$ cat src/rtl/vhex_pkg.sv
// vhex_pkg: definitions shared by the vhex dump writer and the vhex ROM loader.
//   vhex_state_t : writer FSM state encoding (also used for the debug output)
//   CH_AT, CH_NL : ASCII '@' and newline
//   nib2ascii()  : 4-bit nibble to lowercase ASCII hex digit
package vhex_pkg;

    typedef enum logic [3:0] {
        IDLE,
        READ,
        WAIT,
        ADDR_AT,
        ADDR_HEX,
        ADDR_NL,
        DATA_HEX,
        DATA_NL,
        NEXT,
        DONE
    } vhex_state_t;

    localparam logic [7:0] CH_AT = 8'h40;
    localparam logic [7:0] CH_NL = 8'h0a;

    // 0-9 -> '0'-'9', a-f -> 'a'-'f' (0x61 - 10 = 0x57)
    function automatic logic [7:0] nib2ascii(input logic [3:0] nib);
        if (nib < 4'd10) return 8'h30 + {4'h0, nib};
        else             return 8'h57 + {4'h0, nib};
    endfunction

endpackage

$ cat src/rtl/vhex_hex_serializer.sv
// vhex_hex_serializer: shifts a loaded value out as ASCII hex digits, MSB nibble
// first, under a valid/ready handshake.
//   clk, rst_n        : clock, asynchronous active-low reset
//   load              : capture load_value / load_last_idx and start emitting
//   load_value [W]    : value, left-aligned (first digit in bits W-1..W-4)
//   load_last_idx     : number of digits minus one
//   ready             : consumer accepts the current digit
//   valid, data[8]    : current ASCII digit
//   last              : current digit is the final one
// Handshake: a digit transfers on a cycle where valid && ready; data holds
// steady while valid is high and ready is low.
module vhex_hex_serializer
    import vhex_pkg::*;
#(
    parameter int W     = 32,
    parameter int CNT_W = 3
) (
    input  logic             clk,
    input  logic             rst_n,
    input  logic             load,
    input  logic [W-1:0]     load_value,
    input  logic [CNT_W-1:0] load_last_idx,
    input  logic             ready,
    output logic             valid,
    output logic [7:0]       data,
    output logic             last
);

    logic [W-1:0]     shreg;
    logic [CNT_W-1:0] cnt;
    logic             active;

    always_ff @(posedge clk or negedge rst_n) begin
        if (!rst_n) begin
            shreg  <= '0;
            cnt    <= '0;
            active <= 1'b0;
        end else if (load) begin
            shreg  <= load_value;
            cnt    <= load_last_idx;
            active <= 1'b1;
        end else if (active && ready) begin
            if (cnt == '0) begin
                active <= 1'b0;
            end else begin
                shreg <= shreg << 4;
                cnt   <= cnt - 1'b1;
            end
        end
    end

    assign valid = active;
    assign data  = nib2ascii(shreg[W-1 -: 4]);
    assign last  = active && (cnt == '0);

endmodule

$ cat src/rtl/vhex_dump_writer.sv
// vhex_dump_writer: walks a word-addressed memory through a synchronous read
// port and emits a vhex text stream ("@addr\n" markers, one hex word per line;
// zero words are skipped and reappear as address gaps).
//   clock, reset     : clock, asynchronous active-low reset
//   io_start         : begin a dump (sampled only in IDLE)
//   io_busy, io_done : dump in progress / one-cycle completion pulse
//   io_rd_en, io_rd_addr, io_rd_data : memory read port, data 1 cycle after en
//   io_tx_valid, io_tx_ready, io_tx_data : byte stream to the text sink
//   io_dbg_state     : current FSM state
// Handshake: a byte transfers on a cycle where io_tx_valid && io_tx_ready;
// while valid is high and ready is low, valid and data hold steady.
module vhex_dump_writer
    import vhex_pkg::*;
#(
    parameter int ADDR_W = 7,
    parameter int DATA_W = 32
) (
    input  logic              clock,
    input  logic              reset,
    input  logic              io_start,
    output logic              io_busy,
    output logic              io_done,
    output logic              io_rd_en,
    output logic [ADDR_W-1:0] io_rd_addr,
    input  logic [DATA_W-1:0] io_rd_data,
    output logic              io_tx_valid,
    input  logic              io_tx_ready,
    output logic [7:0]        io_tx_data,
    output vhex_state_t       io_dbg_state
);

    localparam int DATA_DIGITS = DATA_W / 4;
    localparam int ADDR_DIGITS = (ADDR_W + 3) / 4;
    // One serializer serves both fields, so its counter is sized for the wider.
    localparam int CNT_W = (DATA_DIGITS > 1) ? $clog2(DATA_DIGITS) : 1;
    // Address is left-aligned in the serializer so its first digit is on top.
    localparam int ADDR_SHIFT = DATA_W - ADDR_DIGITS * 4;
    localparam logic [CNT_W-1:0] DATA_IDX = CNT_W'(DATA_DIGITS - 1);
    localparam logic [CNT_W-1:0] ADDR_IDX = CNT_W'(ADDR_DIGITS - 1);

    vhex_state_t       state, state_n;
    logic [ADDR_W-1:0] addr, last_addr;
    logic              last_valid;
    logic [DATA_W-1:0] word;

    logic              ser_load, ser_ready, ser_valid, ser_last;
    logic [DATA_W-1:0] ser_value;
    logic [CNT_W-1:0]  ser_last_idx;
    logic [7:0]        ser_data;

    vhex_hex_serializer #(.W(DATA_W), .CNT_W(CNT_W)) u_ser (
        .clk           (clock),
        .rst_n         (reset),
        .load          (ser_load),
        .load_value    (ser_value),
        .load_last_idx (ser_last_idx),
        .ready         (ser_ready),
        .valid         (ser_valid),
        .data          (ser_data),
        .last          (ser_last)
    );

    always_ff @(posedge clock or negedge reset) begin
        if (!reset) begin
            state      <= IDLE;
            addr       <= '0;
            last_addr  <= '0;
            last_valid <= 1'b0;
            word       <= '0;
        end else begin
            state <= state_n;
            case (state)
                IDLE: if (io_start) begin
                    addr       <= '0;
                    last_valid <= 1'b0;
                end
                WAIT: begin
                    word <= io_rd_data;
                    if (io_rd_data == '0) last_valid <= 1'b0;
                end
                DATA_NL: if (io_tx_ready) begin
                    last_addr  <= addr;
                    last_valid <= 1'b1;
                end
                NEXT: if (!(&addr)) addr <= addr + 1'b1;
                default: ;
            endcase
        end
    end

    always_comb begin
        state_n      = state;
        ser_load     = 1'b0;
        ser_value    = '0;
        ser_last_idx = '0;
        ser_ready    = 1'b0;
        io_done      = 1'b0;
        io_rd_en     = 1'b0;
        io_tx_valid  = 1'b0;
        io_tx_data   = 8'h00;
        case (state)
            IDLE: if (io_start) state_n = READ;
            READ: begin
                io_rd_en = 1'b1;
                state_n  = WAIT;
            end
            WAIT: begin
                if (io_rd_data == '0) begin
                    state_n = NEXT;
                end else if (!last_valid || addr != last_addr + 1'b1) begin
                    state_n = ADDR_AT;
                end else begin
                    // Contiguous word: no marker, serialize straight from the port.
                    ser_load     = 1'b1;
                    ser_value    = io_rd_data;
                    ser_last_idx = DATA_IDX;
                    state_n      = DATA_HEX;
                end
            end
            ADDR_AT: begin
                io_tx_valid = 1'b1;
                io_tx_data  = CH_AT;
                if (io_tx_ready) begin
                    ser_load     = 1'b1;
                    ser_value    = DATA_W'(addr) << ADDR_SHIFT;
                    ser_last_idx = ADDR_IDX;
                    state_n      = ADDR_HEX;
                end
            end
            ADDR_HEX: begin
                io_tx_valid = ser_valid;
                io_tx_data  = ser_data;
                ser_ready   = io_tx_ready;
                if (ser_last && io_tx_ready) state_n = ADDR_NL;
            end
            ADDR_NL: begin
                io_tx_valid = 1'b1;
                io_tx_data  = CH_NL;
                if (io_tx_ready) begin
                    ser_load     = 1'b1;
                    ser_value    = word;
                    ser_last_idx = DATA_IDX;
                    state_n      = DATA_HEX;
                end
            end
            DATA_HEX: begin
                io_tx_valid = ser_valid;
                io_tx_data  = ser_data;
                ser_ready   = io_tx_ready;
                if (ser_last && io_tx_ready) state_n = DATA_NL;
            end
            DATA_NL: begin
                io_tx_valid = 1'b1;
                io_tx_data  = CH_NL;
                if (io_tx_ready) state_n = NEXT;
            end
            NEXT: state_n = (&addr) ? DONE : READ;
            DONE: begin
                io_done = 1'b1;
                state_n = IDLE;
            end
            default: state_n = IDLE;
        endcase
    end

    assign io_busy      = (state != IDLE);
    assign io_rd_addr   = addr;
    assign io_dbg_state = state;

endmodule

$ cat config.mk
export PLATFORM = sky130hd
export DESIGN_NAME = vhex_dump_writer
export DESIGN_NICKNAME = d
export VERILOG_FILES = /design/src/rtl/vhex_pkg.sv /design/src/rtl/vhex_hex_serializer.sv /design/src/rtl/vhex_dump_writer.sv
export SDC_FILE = /design/constraint.sdc
export NUM_CORES = 1
export LEC_CHECK = 0
export CAP_MARGIN = 20
export CORE_MARGIN = 5
export CORE_UTILIZATION = 52
export CTS_BUF_LIST = sky130_fd_sc_hd__clkbuf_8
export DETAILED_ROUTE_END_ITERATION = 16
export PLACE_DENSITY_LB_ADDON = 0.3
export SLEW_MARGIN = 20
export SYNTH_ARGS = -nofsm -noshare
export SYNTH_HDL_FRONTEND = slang
export SYNTH_SLANG_ARGS = --single-unit
$ cat constraint.sdc
create_clock -name clock -period 2.6 [get_ports clock]
set_input_delay 0.52 -clock clock [delete_from_list [all_inputs] [get_ports clock]]
set_output_delay 0.52 -clock clock [all_outputs]
set_load 0.1 [all_outputs]
==> impl_metrics.csv <==
group,metric,value,unit
critical_path,r2r_slack,0.17,ns
synth,ys_seq_area_frac,0.443,
cts,worstSkewPairLatency,0.36,ns
power,power_switching,0.00309,W
critical_path,crit_end,"io_tx_data[4]",
critical_path,startpoint,"io_dbg_state[0]$_DFFE_PN0P_",
layout,fin_nets,555,
power,comb_power_share,0.509,
critical_path,worstSetupStartpointType,"flop",
drt,ant_nets,0,
drt,drtPass1Iterations,6,
synth,yosysUniqueCellTypes,57,
drt,routed_wl,11.8,mm
synth,avgSynthCellArea,11.1,um2
critical_path,cp.arrival,1.95,ns
critical_path,criticalPathCategory,"flop to output port",
drt,drt_iter0_drc,228,
layout,antenna_cells,0,
hold_path,worstHoldPathType,"input pin to asynchronous set/reset pin",
cts,cts_hold_buf,0,
drt,route.detailed.drc,0,
synth,synth_top_area_frac,0.443,
global_route,grt_pass1_wl,19.4,mm
power,ir_drop,0.899,mV
synth,synthFlopType,"dfrtp_1",
cts,clkTransAtPathRegs,0.09,ns
synth,async_flop_share,1.00,
layout,register_area,2190,um2
synth,syn_inst,443,
placement,dp.cells,627,
placement,dp_hpwl,8.23,mm
layout,drive_gt1_frac,0.270,
floorplan,pin_count,59,
global_route,grt_pass1_vias,3774,
placement,gp_congestion,0.854,
sta,slew_headroom,0.404,
sta,period_minus_slack,2.47,ns
power,power.share.clock,0.136,
power,switching_share,0.444,
global_route,grt-ovfl-total,0,
power,power,0.00696,W
floorplan,fp.dieH,107,um
floorplan,rows,35,
synth,synth.area.top_cells,"dfrtp_1 (44%), mux2i_1 (11%), mux2_2 (8.9%)",
sta,rsz0062_at_grt,"false",
critical_path,cp_max_fo,19,
global_route,grt_max_degree,63,
sta,finalMaxSlewViolations,0,
floorplan,core,9240,um2
layout,nFillCells,740,
sta,min_period_over_period,0.951,
floorplan,dieArea,11500,um2
sta,fmax,405,MHz
synth,yosysWarnings,0,
synth,synth.most_common_cell,"dfrtp_1",
sta,worst_pin_slew,0.893,ns
layout,areaGrowthSynthToFinish,23.4,%
sta,timing.hold.ws,0.0915,ns
synth,synth_nets,484,
global_route,antenna_found_initial,0,
run_status,status,"completed",
synth,yosysTopAreaCell,"dfrtp_1",
synth,synth_edf_count,0,
sta,setup_violations,0,
layout,fin_util,0.657,
sta,fin_worst_skew,0.0111,ns
drt,num_vias,3789,
synth,synth_common_cells,"dfrtp_1 (87), mux2i_1 (54), a21oi_1 (41), mux2_2 (39), nor2_1 (28)",
cts,numCtsBuffers,9,
power,p_int,0.00387,W
critical_path,rr_endpoint,"u_ser.shreg[18]$_DFFE_PN0P_",
flow_run,drv_cap,0,
sta,finalHoldViolCount,0,
critical_path,reg2reg_depth,7,
drt,wl_per_cell,18.2,um
power,power_density,1150,nW/um2
floorplan,initial_core_util,0.532,
layout,stdcell_count,648,
global_route,grt_usage,0.212,
synth,syn_area,4920,um2
floorplan,die_width,107,um
power,power_leakage,2.64,nW
synth,ys_seq_elements,87,
placement,port_buffers,57,
critical_path,worstPathRequired,2.08,ns
cts,cts.sink_count,87,
critical_path,regToRegStartpoint,"u_ser.cnt[0]$_DFFE_PN0P_",
power,seqPwrFrac,0.355,
cts,clk_path_buf_depth,2,
layout,multi_input_area,2570,um2
drt,via_per_inst,5.85,
critical_path,crit_path_end_kind,"output port",
cts,h-tree-depth,3,
cts,tritoncts,"done",
cts,cts_root_buf,"clkbuf_8",
-- cell families after synthesis --
group | Yosys count | synth area share
AO/OA/AOI/OAI | 100 | 0.142
multiplexers | 100 | 0.215
AND/OR/NAND/NOR | 92 | 0.106
flip-flops | 87 | 0.443
buffers and inverters | 42 | 0.0517
XOR/XNOR | 16 | 0.0285
adder cells (fa/ha/maj) | 5 | 0.0127
other | 1 | 0.000763
-- worst max-delay path, stage by stage (launching register included) --
cell     delay [ns]
dfrtp_4        0.58
or3b_1         0.46
buf_4          0.21
a21oi_4        0.15
buf_12         0.19
-- final cells by class --
cell class | instances | share of cell area
clock buffers | 9 | 0.0204
well taps | 129 | 0.0266
clock inverters | 7 | 0.0120
flip-flops and latches | 87 | 0.361
multi-input cells | 315 | 0.423
inverters | 10 | 0.00618
repair buffers | 91 | 0.150
-- worst min-delay path by stage --
stage	cells after the start	to	startpoint	slack (ns)
floorplan	0	io_dbg_state[2]$_DFFE_PN0P_	reset	0.22
global placement	1	word[1]$_DFFE_PN0P_	reset	0.49
detailed placement	1	word[1]$_DFFE_PN0P_	reset	0.49
CTS	1	word[1]$_DFFE_PN0P_	reset	0.10
global route	1	word[1]$_DFFE_PN0P_	reset	0.12
finish	1	word[1]$_DFFE_PN0P_	reset	0.09
-- power groups by stage --
stage          clock (W)  combinational (W)  sequential (W)
2_1_floorplan          0            0.00249         0.00261
3_3_place_gp           0            0.00343         0.00244
3_5_place_dp           0            0.00353         0.00249
4_1_cts         0.000972            0.00354         0.00246
5_1_grt          0.00103            0.00379         0.00255
6_report        0.000948            0.00354         0.00247
-- registers in the layout (all words and copies together), names as in the netlist --
register      flops
u_ser.shreg      32
last_addr         7
u_ser.valid       1
io_rd_addr        7
last_valid        1
word             32
u_ser.cnt         3
io_dbg_state      4
-- per-layer routing --
metal,wire length (um),share of wire,track usage
met2,5820,0.49,0.336
met3,551,0.047,0.0391
met1,5250,0.44,0.295
met5,0,0,0
met4,185,0.016,0.0648
-- metrics by stage --
step / TNS (ns) / setup slack (ns) / cell area (um2)
final: 0 / 0.128 / 6070
after global placement: -3.63 / -0.151 / 5830
after global routing: 0 / 0.00441 / 6070
after detailed placement: -4.05 / -0.176 / 5830
after floorplan: -0.00907 / -0.00907 / 5020
after CTS: 0 / 0.0276 / 6030
-- repair_timing --
item | 4_1_cts | 5_1_grt
hold endpoints to repair | 0 | 0
endpoints found under the setup margin | 0 | 28
gates resized for setup | 0 | 4
buffers inserted | 0 | 2
-- cells in the final DEF (no fill, tap or decap), types with 4 or more instances in the layout --
master,count
dfrtp_1,80
mux2i_1,54
buf_4,43
a21oi_1,39
mux2_2,39
clkdlybuf4s50_1,34
a22o_1,26
nor2_1,23
nand2_1,12
buf_12,11
xor2_1,10
inv_1,9
clkbuf_8,9
nor4_1,8
nand4_1,7
mux2_1,7
xnor2_1,6
nand2b_1,5
nor3_1,5
o21ai_0,5
a22oi_1,5
ha_1,5
nor2_4,4
nand3_1,4
and3_1,4
a221oi_1,4
dfrtp_2,4
Note: power is estimated with default switching activity, not from simulation.
